===== config.mk =====
export PLATFORM = sky130hd
export DESIGN_NAME = adc_responder
export DESIGN_NICKNAME = d
export VERILOG_FILES = /design/src/rtl/adc_pkg.sv /design/src/rtl/sync_edge.sv /design/src/rtl/adc_responder.sv
export SDC_FILE = /design/constraint.sdc
export NUM_CORES = 1
export LEC_CHECK = 0
export CORE_MARGIN = 2
export CORE_UTILIZATION = 50
export CTS_BUF_LIST = sky130_fd_sc_hd__clkbuf_16
export DETAILED_ROUTE_END_ITERATION = 12
export PLACE_DENSITY_LB_ADDON = 0.15
export RECOVER_POWER = 50
export REMOVE_ABC_BUFFERS = 1
export SKIP_CTS_REPAIR_TIMING = 1
export SYNTH_ARGS = -nofsm -noshare
export SYNTH_HDL_FRONTEND = slang
export SYNTH_HIERARCHICAL = 1
export SYNTH_SLANG_ARGS = --single-unit
export TNS_END_PERCENT = 20

===== constraint.sdc =====
create_clock -name clk_i -period 1.8 [get_ports clk_i]
set_clock_uncertainty 0.05 [all_clocks]
set_input_delay 0.36 -clock clk_i [delete_from_list [all_inputs] [get_ports clk_i]]
set_output_delay 0.36 -clock clk_i [all_outputs]
set_load 0.01 [all_outputs]

===== src/rtl/adc_pkg.sv =====
// Shared constants, config-field layout and state type for the LTC2308-style ADC responder.
package adc_pkg;

  localparam int unsigned ADC_BITS = 12;
  localparam int unsigned CFG_BITS = 6;

  // Bit positions inside the 6-bit config word {S/D,O/S,S1,S0,UNI,SLP}
  localparam int unsigned CFG_SD  = 5;
  localparam int unsigned CFG_OS  = 4;
  localparam int unsigned CFG_S1  = 3;
  localparam int unsigned CFG_S0  = 2;
  localparam int unsigned CFG_UNI = 1;
  localparam int unsigned CFG_SLP = 0;

  localparam logic [5:0] CFG_RESET = 6'b100010;

  // Full DIN frames selecting each single-ended unipolar channel
  localparam logic [11:0] CH0 = 12'b100010_000000;
  localparam logic [11:0] CH1 = 12'b110010_000000;
  localparam logic [11:0] CH2 = 12'b100110_000000;
  localparam logic [11:0] CH3 = 12'b110110_000000;
  localparam logic [11:0] CH4 = 12'b101010_000000;
  localparam logic [11:0] CH5 = 12'b111010_000000;
  localparam logic [11:0] CH6 = 12'b101110_000000;
  localparam logic [11:0] CH7 = 12'b111110_000000;

  typedef enum logic [1:0] {StIdle, StConvert, StShift} adc_resp_state_t;

  function automatic logic [2:0] cfg_to_ch(input logic [5:0] cfg);
    return {cfg[CFG_S1], cfg[CFG_S0], cfg[CFG_OS]};
  endfunction

  function automatic logic cfg_is_bad(input logic [5:0] cfg);
    return ~cfg[CFG_SD] | ~cfg[CFG_UNI];
  endfunction

endpackage


===== src/rtl/sync_edge.sv =====
// Multi-flop synchronizer followed by a registered edge detector.
module sync_edge #(
  parameter int unsigned SYNC_STAGES = 2
) (
  input  logic clk_i,
  input  logic rst_ni,
  input  logic d_i,
  output logic level_o,
  output logic rise_o,
  output logic fall_o
);

  logic [SYNC_STAGES-1:0] sync_q;
  logic                   prev_q;

  always_ff @(posedge clk_i or negedge rst_ni) begin
    if (!rst_ni) begin
      sync_q <= '0;
      prev_q <= 1'b0;
    end else begin
      sync_q[0] <= d_i;
      for (int i = 1; i < SYNC_STAGES; i++) begin
        sync_q[i] <= sync_q[i-1];
      end
      prev_q <= sync_q[SYNC_STAGES-1];
    end
  end

  assign level_o = sync_q[SYNC_STAGES-1];
  assign rise_o  = level_o & ~prev_q;
  assign fall_o  = ~level_o & prev_q;

endmodule


===== src/rtl/adc_responder.sv =====
// Serial ADC responder: decodes CONVST/SCLK/DIN, runs a timed conversion, shifts a sample out.
module adc_responder
  import adc_pkg::*;
#(
  parameter int unsigned CONV_CYCLES = 80,
  parameter int unsigned SYNC_STAGES = 2,
  parameter int unsigned ADC_BITS    = adc_pkg::ADC_BITS
) (
  input  logic                clk_i,
  input  logic                rst_ni,
  input  logic                conv_start_i,
  input  logic                sclk_i,
  input  logic                din_i,
  output logic                dout_o,
  output logic                sample_req_o,
  output logic [2:0]          sample_ch_o,
  input  logic [ADC_BITS-1:0] sample_data_i,
  output logic                busy_o,
  output logic                frame_done_o,
  output logic [5:0]          cfg_word_o,
  output logic                cfg_err_o
);

  localparam int unsigned CntW = $clog2(CONV_CYCLES + 1);
  localparam int unsigned BitW = $clog2(ADC_BITS + 1);

  logic cs_rise, cs_level_unused, cs_fall_unused;
  logic sclk_rise, sclk_fall, sclk_level_unused;
  logic din_lvl, din_rise_unused, din_fall_unused;

  sync_edge #(.SYNC_STAGES(SYNC_STAGES)) u_sync_cs (
    .clk_i  (clk_i),
    .rst_ni (rst_ni),
    .d_i    (conv_start_i),
    .level_o(cs_level_unused),
    .rise_o (cs_rise),
    .fall_o (cs_fall_unused)
  );

  sync_edge #(.SYNC_STAGES(SYNC_STAGES)) u_sync_sclk (
    .clk_i  (clk_i),
    .rst_ni (rst_ni),
    .d_i    (sclk_i),
    .level_o(sclk_level_unused),
    .rise_o (sclk_rise),
    .fall_o (sclk_fall)
  );

  sync_edge #(.SYNC_STAGES(SYNC_STAGES)) u_sync_din (
    .clk_i  (clk_i),
    .rst_ni (rst_ni),
    .d_i    (din_i),
    .level_o(din_lvl),
    .rise_o (din_rise_unused),
    .fall_o (din_fall_unused)
  );

  adc_resp_state_t     state_q;
  logic [CntW-1:0]     conv_cnt_q;
  logic [BitW-1:0]     bit_cnt_q;
  logic [ADC_BITS-1:0] cap_q, sample_q;
  logic [5:0]          cfg_q, cfg_new;
  logic [2:0]          ch_q;
  logic                cfg_err_q, sample_req_q, busy_q, frame_done_q, dout_q;

  // The first six DIN bits of the last frame sit at cap_q[n-1 -: 6] after n rises.
  always_comb begin
    cfg_new = cfg_q;
    if (bit_cnt_q >= BitW'(CFG_BITS)) begin
      cfg_new = CFG_BITS'(cap_q >> (bit_cnt_q - BitW'(CFG_BITS)));
    end
  end

  always_ff @(posedge clk_i or negedge rst_ni) begin
    if (!rst_ni) begin
      state_q      <= StIdle;
      conv_cnt_q   <= '0;
      bit_cnt_q    <= '0;
      cap_q        <= '0;
      sample_q     <= '0;
      cfg_q        <= CFG_RESET;
      ch_q         <= '0;
      cfg_err_q    <= 1'b0;
      sample_req_q <= 1'b0;
      busy_q       <= 1'b0;
      frame_done_q <= 1'b0;
      dout_q       <= 1'b0;
    end else begin
      sample_req_q <= 1'b0;
      frame_done_q <= 1'b0;
      if (sample_req_q) sample_q <= sample_data_i;
      unique case (state_q)
        StIdle, StShift: begin
          // CONVST wins over any SCLK edge seen in the same cycle
          if (cs_rise) begin
            cfg_q        <= cfg_new;
            cfg_err_q    <= cfg_is_bad(cfg_new);
            ch_q         <= cfg_to_ch(cfg_new);
            sample_req_q <= 1'b1;
            busy_q       <= 1'b1;
            dout_q       <= 1'b0;
            conv_cnt_q   <= '0;
            state_q      <= StConvert;
          end else if (state_q == StShift) begin
            if (sclk_rise && bit_cnt_q < BitW'(ADC_BITS)) begin
              cap_q     <= {cap_q[ADC_BITS-2:0], din_lvl};
              bit_cnt_q <= bit_cnt_q + 1'b1;
              if (bit_cnt_q == BitW'(ADC_BITS - 1)) frame_done_q <= 1'b1;
            end else if (sclk_fall) begin
              if (bit_cnt_q == BitW'(ADC_BITS)) begin
                dout_q <= 1'b0;
              end else if (bit_cnt_q != '0) begin
                dout_q <= sample_q[BitW'(ADC_BITS - 1) - bit_cnt_q];
              end
            end
          end
        end
        StConvert: begin
          if (conv_cnt_q == CntW'(CONV_CYCLES - 1)) begin
            dout_q    <= sample_q[ADC_BITS-1];
            busy_q    <= 1'b0;
            bit_cnt_q <= '0;
            cap_q     <= '0;
            state_q   <= StShift;
          end else begin
            conv_cnt_q <= conv_cnt_q + 1'b1;
          end
        end
        default: state_q <= StIdle;
      endcase
    end
  end

  assign dout_o       = dout_q;
  assign sample_req_o = sample_req_q;
  assign sample_ch_o  = ch_q;
  assign busy_o       = busy_q;
  assign frame_done_o = frame_done_q;
  assign cfg_word_o   = cfg_q;
  assign cfg_err_o    = cfg_err_q;

endmodule


Word level (Yosys, flattened, before mapping)
Cells that the tools add are included.
W data, S select, Z words.
{ "classes": {"shift": 1, "reduce_logical": 12, "add_sub_neg": 4, "bitwise_logic": 9, "n_eq_ne": 15, "n_mux": 37, "order_cmp": 3} }
{ "ops": {"columns": ["op", "n"], "rows": [
  ["$mux W12", 4],
  ["$pmux W12 S2", 1],
  ["$mux W1", 17],
  ["$mux W4", 4],
  ["$mux W7", 2],
  ["$pmux W7 S2", 1],
  ["$ne A2 B2 Y1 const B", 6],
  ["$shr A12 B4 Y6", 1],
  ["$ne A3 B3 Y1 const B", 3],
  ["$reduce_and A3 Y1", 3],
  ["$eq A4 B4 Y1 const B", 2],
  ["$pmux W4 S2", 1],
  ["$add A7 B1 Y7 const B", 1],
  ["$eq A7 B7 Y1 const B", 1],
  ["$mux W6", 1],
  ["$reduce_and A6 Y1", 1],
  ["$lt A4 B5 Y1 const B", 1],
  ["$not A1 Y1", 5],
  ["$reduce_and A5 Y1", 1],
  ["$add A4 B1 Y4 const B", 1],
  ["$bmux W1 S4", 1],
  ["$ge A4 B3 Y1 const B", 1],
  ["$lt A4 B4 Y1 const B", 1],
  ["$mux W2", 2],
  ["15 further kinds", 19]
]} }
{ "word_totals": {"ff_bits": 59} }

Depth between registers and ports, before layout
{ "logic_depth": {"ltp_word": 10, "depth_mapped": 10} }

Hierarchy
Netlist, hierarchy kept.
{ "modules_own_cells": {"columns": ["module", "cells_per_inst", "area_per_inst_um2", "seq_area_each_um2", "instances"], "rows": [
  ["adc_responder", 218, 2553.7, 1203.7, 1],
  ["sync_edge", 5, 90.1, 75.1, 3]
]} }

Worst setup path after synthesis
Ideal clock, no wire load.
{ "synth_timing": {"path_type": "register -> register", "startpoint": "reg bit_cnt_q[2]", "endpoint": "reg cfg_q[1] (netlist: cfg_word_o[1])", "path_slack_ps": 0, "period_less_slack_ps": 1800, "stages_incl_launch_ff": 7, "t_required_ps": 1668, "t_arrival_ps": 1668, "cell_sequence": "dfrtp_1 -> ha_1 -> xnor2_1 -> o211ai_1 -> o21ai_0 -> o21ai_0 -> mux2_2"} }
{ "synth_via": {"elab_chain_len": 3} }
{ "synth_rtl": {"columns": ["item", "line_no", "text"], "rows": [
  ["start: declaration", "adc_responder.sv:60", "logic [BitW-1:0] bit_cnt_q;"],
  ["start signal: assignment", "adc_responder.sv:107", "bit_cnt_q <= bit_cnt_q + 1'b1;"],
  ["$sub A4 B3 Y4", "adc_responder.sv:70", "cfg_new = CFG_BITS'(cap_q >> (bit_cnt_q - BitW'(CFG_BITS)));"],
  ["$shr A12 B4 Y6", "adc_responder.sv:70", null],
  ["$mux W6 (*)", "adc_responder.sv:69", "if (bit_cnt_q >= BitW'(CFG_BITS)) begin"],
  ["end signal: assignment", "adc_responder.sv:96", "cfg_q <= cfg_new;"],
  ["end: declaration", "adc_responder.sv:62", "logic [5:0] cfg_q, cfg_new;"]
]} }
Mark *: on every way between the ends. The rest lies on a longest branch, timed or not.
A chain may end at the register's enable or synchronous reset.

Worst setup path in the final report
{ "layout_timing": {"startpoint": "reg bit_cnt_q[1]", "endpoint": "reg cfg_q[2] (netlist: cfg_word_o[2])"} }
The elaborated chain is that of the path after synthesis.

==> summary.md <==
| Metric | Value |
|---|---|
| Commonest non-fill, non-tap cell in the layout | dfrtp_1 |
| VDD IR-drop max | 0.720 mV |
| CTS tree | done |
| Power Density | 889 mW/mm^2 |
| Sum Neg Setup Slack | 0 ps |
| Final setup viols | 0 |
| Initial antenna violation count | 0 |
| CP Launch Type | register |
| Final worst path period share | 98.0% |
| Full die area | around 0.006 sq mm |
| Most frequent cells in the layout | dfrtp_1, clkdlybuf4s50_1, buf_4 |
| Status | finished, final reports clean |
| Io pins | 31 |
| Share of cells above drive strength 1 | 28.9% |
| Fin area | 0.00358 sq mm |
| Cell count after placement | approximately 340 |
| DRT iter0 DRCs | 74 |
| H-tree Lvls | 2 |
| Worst Hold Depth | 0 |
| Avg Inst Size Synth | 12.1 sq um |
| Drt pass-1 iters | 4 |
| Area Growth Syn to Fin | 29.1% |
| Routability cong. | ~0.86 |
| Critical path capture point type | register |
| CP arrival | 1890 ps |
| Multi-input logic area | 0.00131 sq mm |
| DP HPWL | 3.71 mm |
| # DRC | 0 |
| CP max FO | 7 |
| Clock buffer depth | 2 |
| Core area | 0.00544 sq mm |
| Clk sinks | between 50 and 60 |
| Worst slew margin | about 28% |
| Setup repair after global routing missed its margin | yes |
| Wirelength per Cell | 14.2 um |
| Initial Utilization | 51.0% |
| Fin. Hold Viols | 0 |
| Port bufs | 30 |
| Clk_lat worst skew | 290 ps |
| Synthesized area | about 0.0028 sq mm |
| Final wirelength | between 5 and 6 mm |
| Placed instance area | 0.00329 sq mm |
| Flip-flop and latch area | 0.00141 sq mm |
| Pleak | 0.00162 uW |
| Vias per cell | 5.51 |
| Worst Hold Class | register to register |
| Final core occ | about two thirds |
| Peak Freq | around 570 MHz |
| Yosys warns | 6 |
| Fillers | 432 |
| Clock slew at reported path FFs | 70 ps |
| Ant. Diodes | 0 |
| Number of max-cap violations | 0 |
| Vias | 1961 |
| CP Class | register to register |
| Grt ovf | 0 |
| Worst reg2reg path depth | 7 |
| Minimum clock period | 1760 ps |
| Worst endpoint required time | between 1500 and 2000 ps |
| Post-route ant nets | 0 |
| Pin count of the biggest net entering global routing | 38 |
| Synth Instances | 229 |
| CTS buffer count | 5 |
| Gr usage total | 18.2% |
| First-pass GRT wire length | 8.81 mm |
| Chip Width | ~80 um |
| Tightest Pin Transition | 1080 ps |
| Max Slew Vio Count | 0 |
| Row cnt | 27 |
| Final Non-Filler Cells | between 300 and 400 |
| Clock root buffer | clkbuf_16 |
| Vias in the first global route | around 1900 |
| Die Ht | 78.5 um |
| Nets | 308 |
-- layer usage --
| layer | vias to the layer above | GRT usage [%] | wire, um |
|---|---|---|---|
| met3 | 8 | 3.91 | 181 |
| met5 | - | 0 | 0 |
| li1 | 932 | - | - |
| met1 | 981 | 25.4 | 2420 |
| met4 | 0 | 5.26 | 62 |
| met2 | 40 | 28.8 | 2400 |
-- critical path, cell delays in order, from the launching register on --
cell and delay (ps):
dfrtp_2 450, ha_2 240, xor2_1 170, buf_4 160, nand2_1 60, a21oi_1 60
a41o_1 210, mux2_2 260
-- where the power goes --
| part | switching, uW | total (uW) | leakage, uW | internal (uW) |
|---|---|---|---|---|
| combinational | 196 | 499 | 0.000830 | 303 |
| sequential | 138 | 1610 | 0.000704 | 1480 |
| clock | 423 | 1070 | 0.0000850 | 649 |
| total | 757 | 3180 | 0.00162 | 2430 |
-- metrics by stage --
step                total power (uW)  hold WS [ps]  worst slack [ps]
global placement                2110           281              6.12
CTS                             3210         -24.9             -88.2
finish                          3180           300              36.8
detailed placement              2130           286             -78.9
global route                    3360           316             -46.3
floorplan                       1920          14.4              -587
-- sequential cells by signal (all words and copies together), names as in the netlist --
signal,cells
bit_cnt_q,4
busy_o,1
cap_q,12
cfg_err_o,1
cfg_word_o,6
conv_cnt_q,7
dout_o,1
frame_done_o,1
sample_q,12
sample_req_o,1
state_q,2
u_sync_cs/prev_q,1
u_sync_cs/sync_q,2
u_sync_din/sync_q,2
u_sync_sclk/prev_q,1
u_sync_sclk/sync_q,2
-- layout make-up --
cell class,count,area share [%]
clock buffers,5,3.49
clock inverters,3,1.08
inverters,7,0.733
multi-input cells,151,36.6
flip-flops and latches,56,39.2
well taps,72,2.51
repair buffers,62,16.3
-- worst paths after layout --
path,startpoint,to,slack (ps)
worst min register to register,u_sync_cs/sync_q[0],u_sync_cs/sync_q[1],300
worst min-delay path,u_sync_cs/sync_q[0],u_sync_cs/sync_q[1],300
worst max-delay path,bit_cnt_q[1],cfg_word_o[2],40
worst max register to register,bit_cnt_q[1],cfg_word_o[2],40
min in group asynchronous,rst_ni,state_q[1],740
max in group asynchronous,rst_ni,cfg_word_o[5],170
Note: power is estimated with default switching activity, not from simulation.
==> patch: new RTL, config.mk and constraints unchanged <==
`SYNC_STAGES` is set to 2 in 2 places; all go to 4.
--- a/src/rtl/sync_edge.sv
+++ b/src/rtl/sync_edge.sv
@@ -1,5 +1,5 @@
 // Multi-flop synchronizer followed by a registered edge detector.
 module sync_edge #(
-  parameter int unsigned SYNC_STAGES = 2
+  parameter int unsigned SYNC_STAGES = 4
 ) (
   input  logic clk_i,
--- a/src/rtl/adc_responder.sv
+++ b/src/rtl/adc_responder.sv
@@ -4,5 +4,5 @@
 #(
   parameter int unsigned CONV_CYCLES = 80,
-  parameter int unsigned SYNC_STAGES = 2,
+  parameter int unsigned SYNC_STAGES = 4,
   parameter int unsigned ADC_BITS    = adc_pkg::ADC_BITS
 ) (
Check against the original RTL: not equivalent (a bounded check fails within 4 cycles, from zero or initial values and one cycle with rst_ni low).
==> patch against the original RTL <==
Count of clock-buffer cells in the layout up 4; total power up 22%; first-iteration DRC count up 140%; worst setup slack worse by 0.015 ns; sequential share of layout area up 1.1 points; design area up 7.6%; cell count up 2.5%; synthesized cell count up 2.6%; area after synthesis up 5.4%; sequential cell count up 6; wire length up 11%; non-clock buffer count down 3; largest cell class unchanged.
==> patch: results (changes against the original RTL) <==
Global routing
  • Largest net degree at the start of global routing: 24 (was 38)
  • Vias in the first global route: 2028 (was 1861)
  • Antenna violations before repair: 0 (unchanged)
  • GRT Overall Usage: 19.65% (was 18.19%)
  • First-pass GRT wire length: 9501 um (was 8811 um)

Clock network
  • Clk_lat worst skew: 0.32 ns (was 0.29 ns)
  • Clock Tree Root: clkbuf_16 (unchanged)
  • Bufs on Longest Clock Path: 2 (unchanged)
  • Clock slew at reported path FFs: 0.05 ns (was 0.07 ns)
  • CTS Buf Count: 9 (was 5)
  • Htree depth: 3 (was 2)

Final layout
  • N_diodes: 0 (unchanged)
  • Top flop regs: cap_q (12), sample_q (12), conv_cnt_q (7) (unchanged)
  • Layout cells sized above 1: 30.72% (was 28.87%)
  • # fillers: 408 (was 432)
  • Total Nets Final: 315 (was 308)

Routing
  • Total Wirelength: 5635 um (was 5069 um)
  • DR iter-0 viols: 176 (was 74)
  • Vias per std cell: 5.512 (was 5.508)
  • Wirelength per Cell: 15.44 um (was 14.24 um)
  • Initial DRT Pass Iterations: 4 (unchanged)

Power and ir drop
  • Sw power: 0.0009261 W (was 0.0007573 W)
  • Clock power frac: 41.7% (was 33.7%)
  • Maximum vdd drop: 669.8 uV (was 719.5 uV)
  • Comb power frac: 13.1% (was 15.7%)
  • Leakage: 1.741 nW (was 1.619 nW)

Min path
  • Tightest Hold Check Type: flop to flop (unchanged)

Placed design
  • Port Buf Inserts: 30 (unchanged)
  • Placed Area: 0.003435 mm2 (was 0.003287 mm2)
  • Placed Instances: 348 (was 344)
  • Detailed Place HPWL: 3980 um (was 3709 um)
  • Placer congestion estimate: 0.8589 (was 0.8610)
  • Worst slack, placed: -0.04130 ns (was -0.07887 ns)

Setup path
  • Worst Path Max Fanout: 6 (was 7)
  • CP delay by family, top: simple AND/OR/NAND/NOR gates (was flip-flops)
  • Arrival time worst endpoint: 1.94 ns (was 1.89 ns)
  • Crit path largest cell delay: 0.41 ns (was 0.45 ns)
  • Critical path's slowest cell: or3b_4 (was dfrtp_2)

Logic synthesis
  • Cell count after synthesis: 235 (was 229)
  • Yosys warns: 6 (unchanged)

Status
  • Run status: finished clean (unchanged)

STA
  • Max-slew headroom: 69.36% (was 27.74%)
==> patch: stage by stage <==
| stage | util (%) | total power (W) | hold WS [ns] |
|---|---|---|---|
| 2_1_floorplan | - | 0.002065 | 0.01441 |
| 3_3_place_gp | 61.62 | 0.002254 | 0.2828 |
| 3_5_place_dp | 61.62 | 0.002279 | 0.2855 |
| 4_1_cts | 66.60 | 0.003915 | -0.05484 |
| 5_1_grt | 69.18 | 0.004093 | 0.3005 |
| 6_report | 69.18 | 0.003897 | 0.2982 |
==> patch: worst paths after layout <==
kind | slack (ns) | cells past startpoint | from | to
max | 0.02 | 7 | u_sync_cs/sync_q[3] | bit_cnt_q[2]
min | 0.30 | 0 | u_sync_sclk/sync_q[2] | u_sync_sclk/sync_q[3]
max reg2reg | 0.02 | 7 | u_sync_cs/sync_q[3] | bit_cnt_q[2]
min reg2reg | 0.30 | 0 | u_sync_sclk/sync_q[2] | u_sync_sclk/sync_q[3]
max in group asynchronous | 0.74 | 3 | rst_ni | bit_cnt_q[1]
min in group asynchronous | 0.47 | 2 | rst_ni | cfg_word_o[4]
==> patch: layout make-up <==
class,instances,area [um2],area share (%)
clock buffers,9,225.2,5.840
clock inverters,5,52.55,1.363
inverters,7,28.78,0.7463
multi-input cells,151,1324,34.33
flip-flops and latches,62,1555,40.33
well taps,72,90.09,2.336
repair buffers,59,580.6,15.06
==> patch: metal layers <==
| layer | part of all wire (%) | GRT usage [%] | vias to the layer above |
|---|---|---|---|
| li1 | - | - | 972 |
| met1 | 48 | 27.02 | 980 |
| met2 | 47 | 29.75 | 51 |
| met3 | 4.4 | 5.955 | 9 |
| met4 | 1.3 | 6.610 | 0 |
| met5 | 0 | 0 | - |
